<file path="config.mk">
export PLATFORM = sky130hd
export DESIGN_NAME = instr_fetch_unit
export DESIGN_NICKNAME = d
export VERILOG_FILES = /design/src/rtl/instr_fetch_unit.sv
export SDC_FILE = /design/constraint.sdc
export NUM_CORES = 1
export LEC_CHECK = 0
export CAP_MARGIN = 25
export CORE_ASPECT_RATIO = 1.2
export CORE_MARGIN = 1
export CORE_UTILIZATION = 44
export CTS_CLUSTER_SIZE = 14
export DETAILED_ROUTE_END_ITERATION = 8
export DONT_BUFFER_PORTS = 1
export GPL_TIMING_DRIVEN = 0
export MAX_ROUTING_LAYER = met4
export PLACE_DENSITY = 0.6
export SETUP_SLACK_MARGIN = 0.4
export SYNTH_ARGS = -nofsm -noshare
export SYNTH_HDL_FRONTEND = slang
export SYNTH_SLANG_ARGS = --single-unit
</file>
<file path="constraint.sdc">
create_clock -name Clk -period 3.1 [get_ports Clk]
set_input_delay 0.62 -clock Clk [delete_from_list [all_inputs] [get_ports Clk]]
set_output_delay 0.62 -clock Clk [all_outputs]
set_load 0.01 [all_outputs]
</file>
<file path="src/rtl/instr_fetch_unit.sv">
// Instruction fetch stage: owns PC/nPC, reads instruction words over the
// RAM_enable/MFC handshake and hands them to decode with SPARC delayed-CTI sequencing.
module instr_fetch_unit #(
    parameter logic [31:0] RESET_PC    = 32'h0000_0000,
    parameter int unsigned MFC_TIMEOUT = 15,
    parameter logic [5:0]  RD_WORD_OP  = 6'b000000
) (
    input  logic        Clk,
    input  logic        RESET,
    input  logic        fetch_en,
    output logic        RAM_enable,
    output logic [5:0]  RAM_OpCode,
    output logic [31:0] mem_addr,
    input  logic        MFC,
    input  logic [31:0] mem_data,
    output logic [31:0] IR_Out,
    output logic        ir_valid,
    input  logic        ir_ack,
    input  logic        redirect,
    input  logic [31:0] redirect_addr,
    output logic [31:0] PC_out,
    output logic [31:0] nPC_out,
    output logic        call_link,
    output logic [31:0] link_addr,
    output logic        fetch_fault,
    input  logic        fault_clr
);

    localparam int unsigned AW  = 32;
    localparam int unsigned OPW = 6;
    localparam int unsigned TW  = 4;
    localparam logic [TW-1:0] TIMER_LAST = TW'(MFC_TIMEOUT - 1);

    typedef enum logic [2:0] {
        S_IDLE,
        S_REQ,
        S_WAIT,
        S_HOLD,
        S_FAULT
    } state_e;

    state_e         state_q, state_d;
    logic [AW-1:0]  pc_q, pc_d;
    logic [AW-1:0]  npc_q, npc_d;
    logic [AW-1:0]  ir_q, ir_d;
    logic           ir_valid_q, ir_valid_d;
    logic           ram_en_q, ram_en_d;
    logic [OPW-1:0] opcode_q, opcode_d;
    logic [AW-1:0]  mem_addr_q, mem_addr_d;
    logic           call_link_q, call_link_d;
    logic [AW-1:0]  link_addr_q, link_addr_d;
    logic           fault_q, fault_d;
    logic [TW-1:0]  timer_q, timer_d;

    // Reset also drops RAM_enable immediately, abandoning any in-flight read.
    always_ff @(posedge Clk or negedge RESET) begin
        if (!RESET) begin
            state_q     <= S_IDLE;
            pc_q        <= RESET_PC;
            npc_q       <= RESET_PC + AW'(4);
            ir_q        <= '0;
            ir_valid_q  <= 1'b0;
            ram_en_q    <= 1'b0;
            opcode_q    <= '0;
            mem_addr_q  <= RESET_PC;
            call_link_q <= 1'b0;
            link_addr_q <= '0;
            fault_q     <= 1'b0;
            timer_q     <= '0;
        end else begin
            state_q     <= state_d;
            pc_q        <= pc_d;
            npc_q       <= npc_d;
            ir_q        <= ir_d;
            ir_valid_q  <= ir_valid_d;
            ram_en_q    <= ram_en_d;
            opcode_q    <= opcode_d;
            mem_addr_q  <= mem_addr_d;
            call_link_q <= call_link_d;
            link_addr_q <= link_addr_d;
            fault_q     <= fault_d;
            timer_q     <= timer_d;
        end
    end

    always_comb begin
        state_d     = state_q;
        pc_d        = pc_q;
        npc_d       = npc_q;
        ir_d        = ir_q;
        ir_valid_d  = ir_valid_q;
        ram_en_d    = ram_en_q;
        link_addr_d = link_addr_q;
        call_link_d = 1'b0;
        fault_d     = fault_q;
        timer_d     = timer_q;

        case (state_q)
            S_IDLE: begin
                if (fetch_en) begin
                    state_d = S_REQ;
                end
            end
            S_REQ: begin
                if (pc_q[1:0] != 2'b00) begin
                    fault_d = 1'b1;
                    state_d = S_FAULT;
                end else begin
                    ram_en_d = 1'b1;
                    timer_d  = '0;
                    state_d  = S_WAIT;
                end
            end
            S_WAIT: begin
                // MFC wins over a timer expiring in the same cycle.
                if (MFC) begin
                    ir_d       = mem_data;
                    ir_valid_d = 1'b1;
                    ram_en_d   = 1'b0;
                    state_d    = S_HOLD;
                end else if (timer_q == TIMER_LAST) begin
                    fault_d  = 1'b1;
                    ram_en_d = 1'b0;
                    state_d  = S_FAULT;
                end else begin
                    timer_d = timer_q + TW'(1);
                end
            end
            S_HOLD: begin
                if (ir_ack && ir_valid_q) begin
                    pc_d = npc_q;
                    if (redirect) begin
                        npc_d = redirect_addr;
                    end else if (ir_q[31:30] == 2'b01) begin
                        npc_d       = pc_q + {ir_q[29:0], 2'b00};
                        call_link_d = 1'b1;
                        link_addr_d = pc_q;
                    end else begin
                        npc_d = npc_q + AW'(4);
                    end
                    ir_valid_d = 1'b0;
                    state_d    = fetch_en ? S_REQ : S_IDLE;
                end
            end
            S_FAULT: begin
                ir_valid_d = 1'b0;
                ram_en_d   = 1'b0;
                if (fault_clr) begin
                    fault_d = 1'b0;
                    state_d = S_IDLE;
                end
            end
            default: begin
                state_d = S_IDLE;
            end
        endcase

        opcode_d   = ram_en_d ? RD_WORD_OP : '0;
        mem_addr_d = pc_d;
    end

    assign RAM_enable  = ram_en_q;
    assign RAM_OpCode  = opcode_q;
    assign mem_addr    = mem_addr_q;
    assign IR_Out      = ir_q;
    assign ir_valid    = ir_valid_q;
    assign PC_out      = pc_q;
    assign nPC_out     = npc_q;
    assign call_link   = call_link_q;
    assign link_addr   = link_addr_q;
    assign fetch_fault = fault_q;

endmodule

</file>
# ---- Word level (Yosys, flattened, before mapping)
# Index checks and enable logic that the tools add are counted.
dict set report op_classes {
  addsub 3
  n_eq_ne 16
  n_mux 30
  bitwise_logic 1
  n_reduce_logical 14
}
# cell n
set ops {}
lappend ops {{$mux 32} 2}
lappend ops {{$add 32x3->32 const B} 1}
lappend ops {{$add 32x32->32} 1}
lappend ops {{$mux 3} 6}
lappend ops {{$ne 2x2->1 const B} 9}
lappend ops {{$pmux 3 s5} 1}
lappend ops {{$mux 1} 14}
lappend ops {{$mux 4} 3}
lappend ops {{$reduce_and 4->1} 3}
lappend ops {{$pmux 1 s3} 3}
lappend ops {{$pmux 4 s2} 1}
lappend ops {{$eq 3x2->1 const B} 2}
lappend ops {{$reduce_and 3->1} 2}
lappend ops {{$reduce_bool 3->1} 2}
lappend ops {{$reduce_and 5->1} 1}
lappend ops {{$add 4x1->4 const B} 1}
lappend ops {{$eq 4x4->1 const B} 1}
lappend ops {{$reduce_and 2->1} 2}
lappend ops {{$reduce_bool 2->1} 2}
lappend ops {{$eq 3x1->1 const B} 1}
lappend ops {{$eq 3x3->1 const B} 1}
lappend ops {{$logic_not 3->1} 1}
lappend ops {{$ne 3x3->1 const B} 1}
lappend ops {{$eq 2x1->1 const B} 1}
lappend ops {{other kinds (2)} 2}
dict set report word_totals {
  reg_bits 139
  input_bits 71
  output_inout_bits 170
  wordCells 74
}

# ---- Logic depth before layout (Yosys ltp)
dict set report logic_depth {
  word_depth 5
  ltp_mapped 9
  depth_no_buf 9
}

# ---- Worst setup path after synthesis
# No wires, ideal clock.
dict set report synth_path {
  kind {flip-flop to flip-flop}
  start {reg mem_addr[2] (netlist name)}
  end {reg npc_q[26] (netlist: nPC_out[26])}
  setup_ps 132
  arrival_ps 2399
  required_ps 2968
  setup_slack_ps 569
  stages_incl_launch_ff 10
  n_path_buf 0
  period_less_slack_ps 2531
  path_cell_list {dfrtp_1 ha_1 fa_1 a21o_1 nand4_1 a21boi_4 o41ai_4 o31ai_1 a221oi_1 o211ai_1}
}
# item line
set synth_lines {}
lappend synth_lines {{to (signal assigned)} 60} ;# npc_q <= RESET_PC + AW'(4);
lappend synth_lines {{to (signal assigned)} 73} ;# npc_q <= npc_d;
lappend synth_lines {{to (decl)} 44} ;# logic [AW-1:0] npc_q, npc_d;

==> results_dict.tcl <==
set metrics [dict create \
    period_share_pct 88.4 \
    clkTransAtPathRegs_ns 0.06 \
    ios 241 \
    start_util_pct 44.9 \
    dp_hpwl_um 19500 \
    cts_tree "done" \
    drtIter0Drc 617 \
    grt_max_degree 140 \
    areaGrowthSynthToFinish_pct 14.7 \
    yosys.area_share.simple_pct 22.2 \
    synthCells 990 \
    ant_nets 0 \
    mostFrequentLayoutCell "nand2_1" \
    num_vias 7490 \
    period_needed_ns 2.74 \
    ys_warn_count 0 \
    numCtsBuffers 17 \
    cp_data_arrival_time_ns 3.05 \
    met2_usage_pct 43.1 \
    async_flop_share_pct 100 \
    drv_cap 0 \
    worst_slew_pin_slew_ns 0.737 \
    synth_area_um2 8460 \
    synth_compound_area_share_pct 17.2 \
    clock_latency_ns 0.43 \
    avgSynthCellArea_um2 8.55 \
    vias_per_cell 5.81 \
    synthAdderAreaFrac_pct 4.97 \
    die-area_um2 19800 \
    synth.distinct_cells 77 \
    drc 0 \
    grt-ovfl-total 0 \
    slowest_delay_ns 0.47 \
    synthMuxAreaShare_pct 4.61 \
    total_power_w 0.0102 \
    critPathLaunchType "flip-flop" \
    violations "hold timing" \
    synth_xor_area_share_pct 3.42 \
    dr.pass1.iters 5 \
    end_kind "flip-flop" \
    diodes 0 \
    rows 55 \
    rsz0062_at_grt "true" \
    leakage_nw 4.51 \
    finalWirelength_um 27000 \
    final-hold-violation-count 138 \
    n_fill_cell 1853 \
    drive_above_1_share_pct 17.1 \
    ys_ff_latch 139 \
    synth_edf_count 0 \
    cts_max_path_buffers 2 \
    status "finished with violations" \
    grt_util_met1_pct 36.2 \
    cp.required_ns 3.41 \
    crit_type "reg2reg" \
    gp_congestion 0.892 \
    worst_slew_margin_rel_pct 50.9 \
    layout.nets 1125 \
    ctsRootBufferMaster "clkbuf_16" \
    synth-main-ff-cell "dfrtp_1" \
    wl_per_cell_um 20.9 \
    max_clock_freq_mhz 365 \
    p_per_area_nw_per_um2 1050 \
    cp_cell_sequence "ha_4, fa_2, a21o_1, nand4_1, a21boi_4, o41ai_4, buf_4, o31ai_2, a221oi_2, o211ai_1" \
    core-area_um2 18900 \
    setup_viol 0 \
    synth_top_family_by_area "simple AND/OR/NAND/NOR gates" \
    path_delay_family "compound AO/OA/AOI/OAI gates" \
    placed_cells 1251 \
    grt_pass1_wl_um 41100 \
    antenna_found_initial 0 \
    busiest_layer "met2" \
    placed_area_um2 8800 \
    maxSlewViolCount 0 \
    die_x_um 129 \
    use_met3_pct 6.72 \
    crit_fanout 5 \
    path_buf_inv 1 \
    layout_common_cells "nand2_1, dfrtp_1, a21oi_1" \
    stdcell_count 1290 \
    seq_area_frac_synth_pct 41.1 \
    grt_pass1_vias 7115 \
    h-tree-depth 4 \
    grt_usage_pct 28.5 \
    finClkSkew_ns 0.00879 \
    cts.sinks 139 \
    hold_ws_ns -0.119 \
    min_path_type "in2async" \
    portBuffers 0 \
    peakVddDrop_mv 0.516 \
    critPathSlowestCell "dfrtp_2" \
    die_y_um 154 \
    finish.instance_area_um2 9710 \
]
-- final cells by class --
type / instances / area [um2] / share of cell area [%]
repair buffers: 7 / 56.3 / 0.580
inverters: 14 / 52.6 / 0.541
flip-flops and latches: 139 / 3490 / 35.9
clock buffers: 22 / 484 / 4.99
clock inverters: 10 / 161 / 1.66
multi-input cells: 753 / 4640 / 47.8
plain buffers: 89 / 499 / 5.14
well taps: 256 / 320 / 3.30
-- power breakdown --
part           total (W)  switching (W)  internal, W
Combinational    0.00430        0.00245      0.00185
Sequential       0.00365        0.00123      0.00243
Clock            0.00227       0.000840      0.00143
-- state kept, by name (all words and copies together) (netlist names) --
name / count
nPC_out: 32
state_q: 3
ir_valid: 1
fetch_fault: 1
call_link: 1
RAM_enable: 1
mem_addr: 32
timer_q: 4
IR_Out: 32
link_addr: 32
-- final timing paths --
check,start,endpoint,slack [ns],depth (start not counted)
min in group Clk,MFC,timer_q[1]$_DFFE_PN0P_,0.30,1
worst max register to register,mem_addr[2]$_DFFE_PN0P_,nPC_out[26]$_DFFE_PN0P_,0.36,10
max in group asynchronous,RESET,nPC_out[2]$_DFFE_PN1P_,2.87,0
worst max-delay path,mem_addr[2]$_DFFE_PN0P_,nPC_out[26]$_DFFE_PN0P_,0.36,10
worst min-delay path,RESET,call_link$_DFF_PN0_,-0.12,0
worst min register to register,timer_q[0]$_DFFE_PN0P_,timer_q[0]$_DFFE_PN0P_,0.54,1
-- worst reg2reg max path: cells and delay by family, from the launching register on --
| family | cells | cell delay (ns) |
|---|---|---|
| adder cells (fa/ha/maj) | 2 | 0.53 |
| flip-flops | 1 | 0.47 |
| AND/OR/NAND/NOR | 1 | 0.18 |
| buffers and inverters | 1 | 0.19 |
| AO/OA/AOI/OAI | 6 | 1.23 |
-- Yosys cell counts, types with 13 or more instances --
cell	instances	area [um2]
mux2_2	32	360
nand3_1	21	105
o21ai_0	47	235
dfrtp_1	138	3450
nand4_1	16	100
nand2_1	265	995
buf_4	39	293
a21o_1	14	105
nor2_1	56	210
nor3_1	14	70.1
ha_1	32	400
inv_1	13	48.8
clkbuf_1	34	128
xor2_1	15	131
a21oi_1	65	325
xnor2_1	18	158
-- metrics by stage --
| step | utilization [%] | setup TNS [ns] | setup WS [ns] | hold WS (ns) |
|---|---|---|---|---|
| 2_1_floorplan | - | 0 | 0.569 | 0.324 |
| 3_3_place_gp | 46.7 | -0.0757 | -0.0757 | 0.327 |
| 3_5_place_dp | 46.7 | -0.0827 | -0.0827 | 0.328 |
| 4_1_cts | 50.5 | 0 | 0.323 | -0.132 |
| 5_1_grt | 51.5 | 0 | 0.289 | -0.138 |
| 6_report | 51.5 | 0 | 0.360 | -0.119 |
-- cell families (layout without fill, tap and decap cells) --
group | count (synthesis) | in the layout
compound gates | 220 | 220
mux | 35 | 35
other cells | 1 | 6
fa+ha+maj | 33 | 33
xor+xnor | 33 | 33
buf+inv | 103 | 142
flops | 139 | 139
simple gates | 426 | 426
-- layer usage --
metal	vias to the layer above	wire length [um]	share of wire, %
li1	3500	-	-
met1	3640	11400	42
met2	300	12600	47
met3	50	2050	7.6
met4	0	848	3.1
met5	-	0	0
-- what timing repair did --
action | in CTS | in global routing
hold endpoints to repair | 138 | 138
gates cloned | 0 | 0
resized for setup | 12 | 37
setup endpoints to repair | 14 | 48
pin swaps | 7 | 3
setup buffers | 3 | 4
No activity file was read; power rests on OpenSTA's default activity.
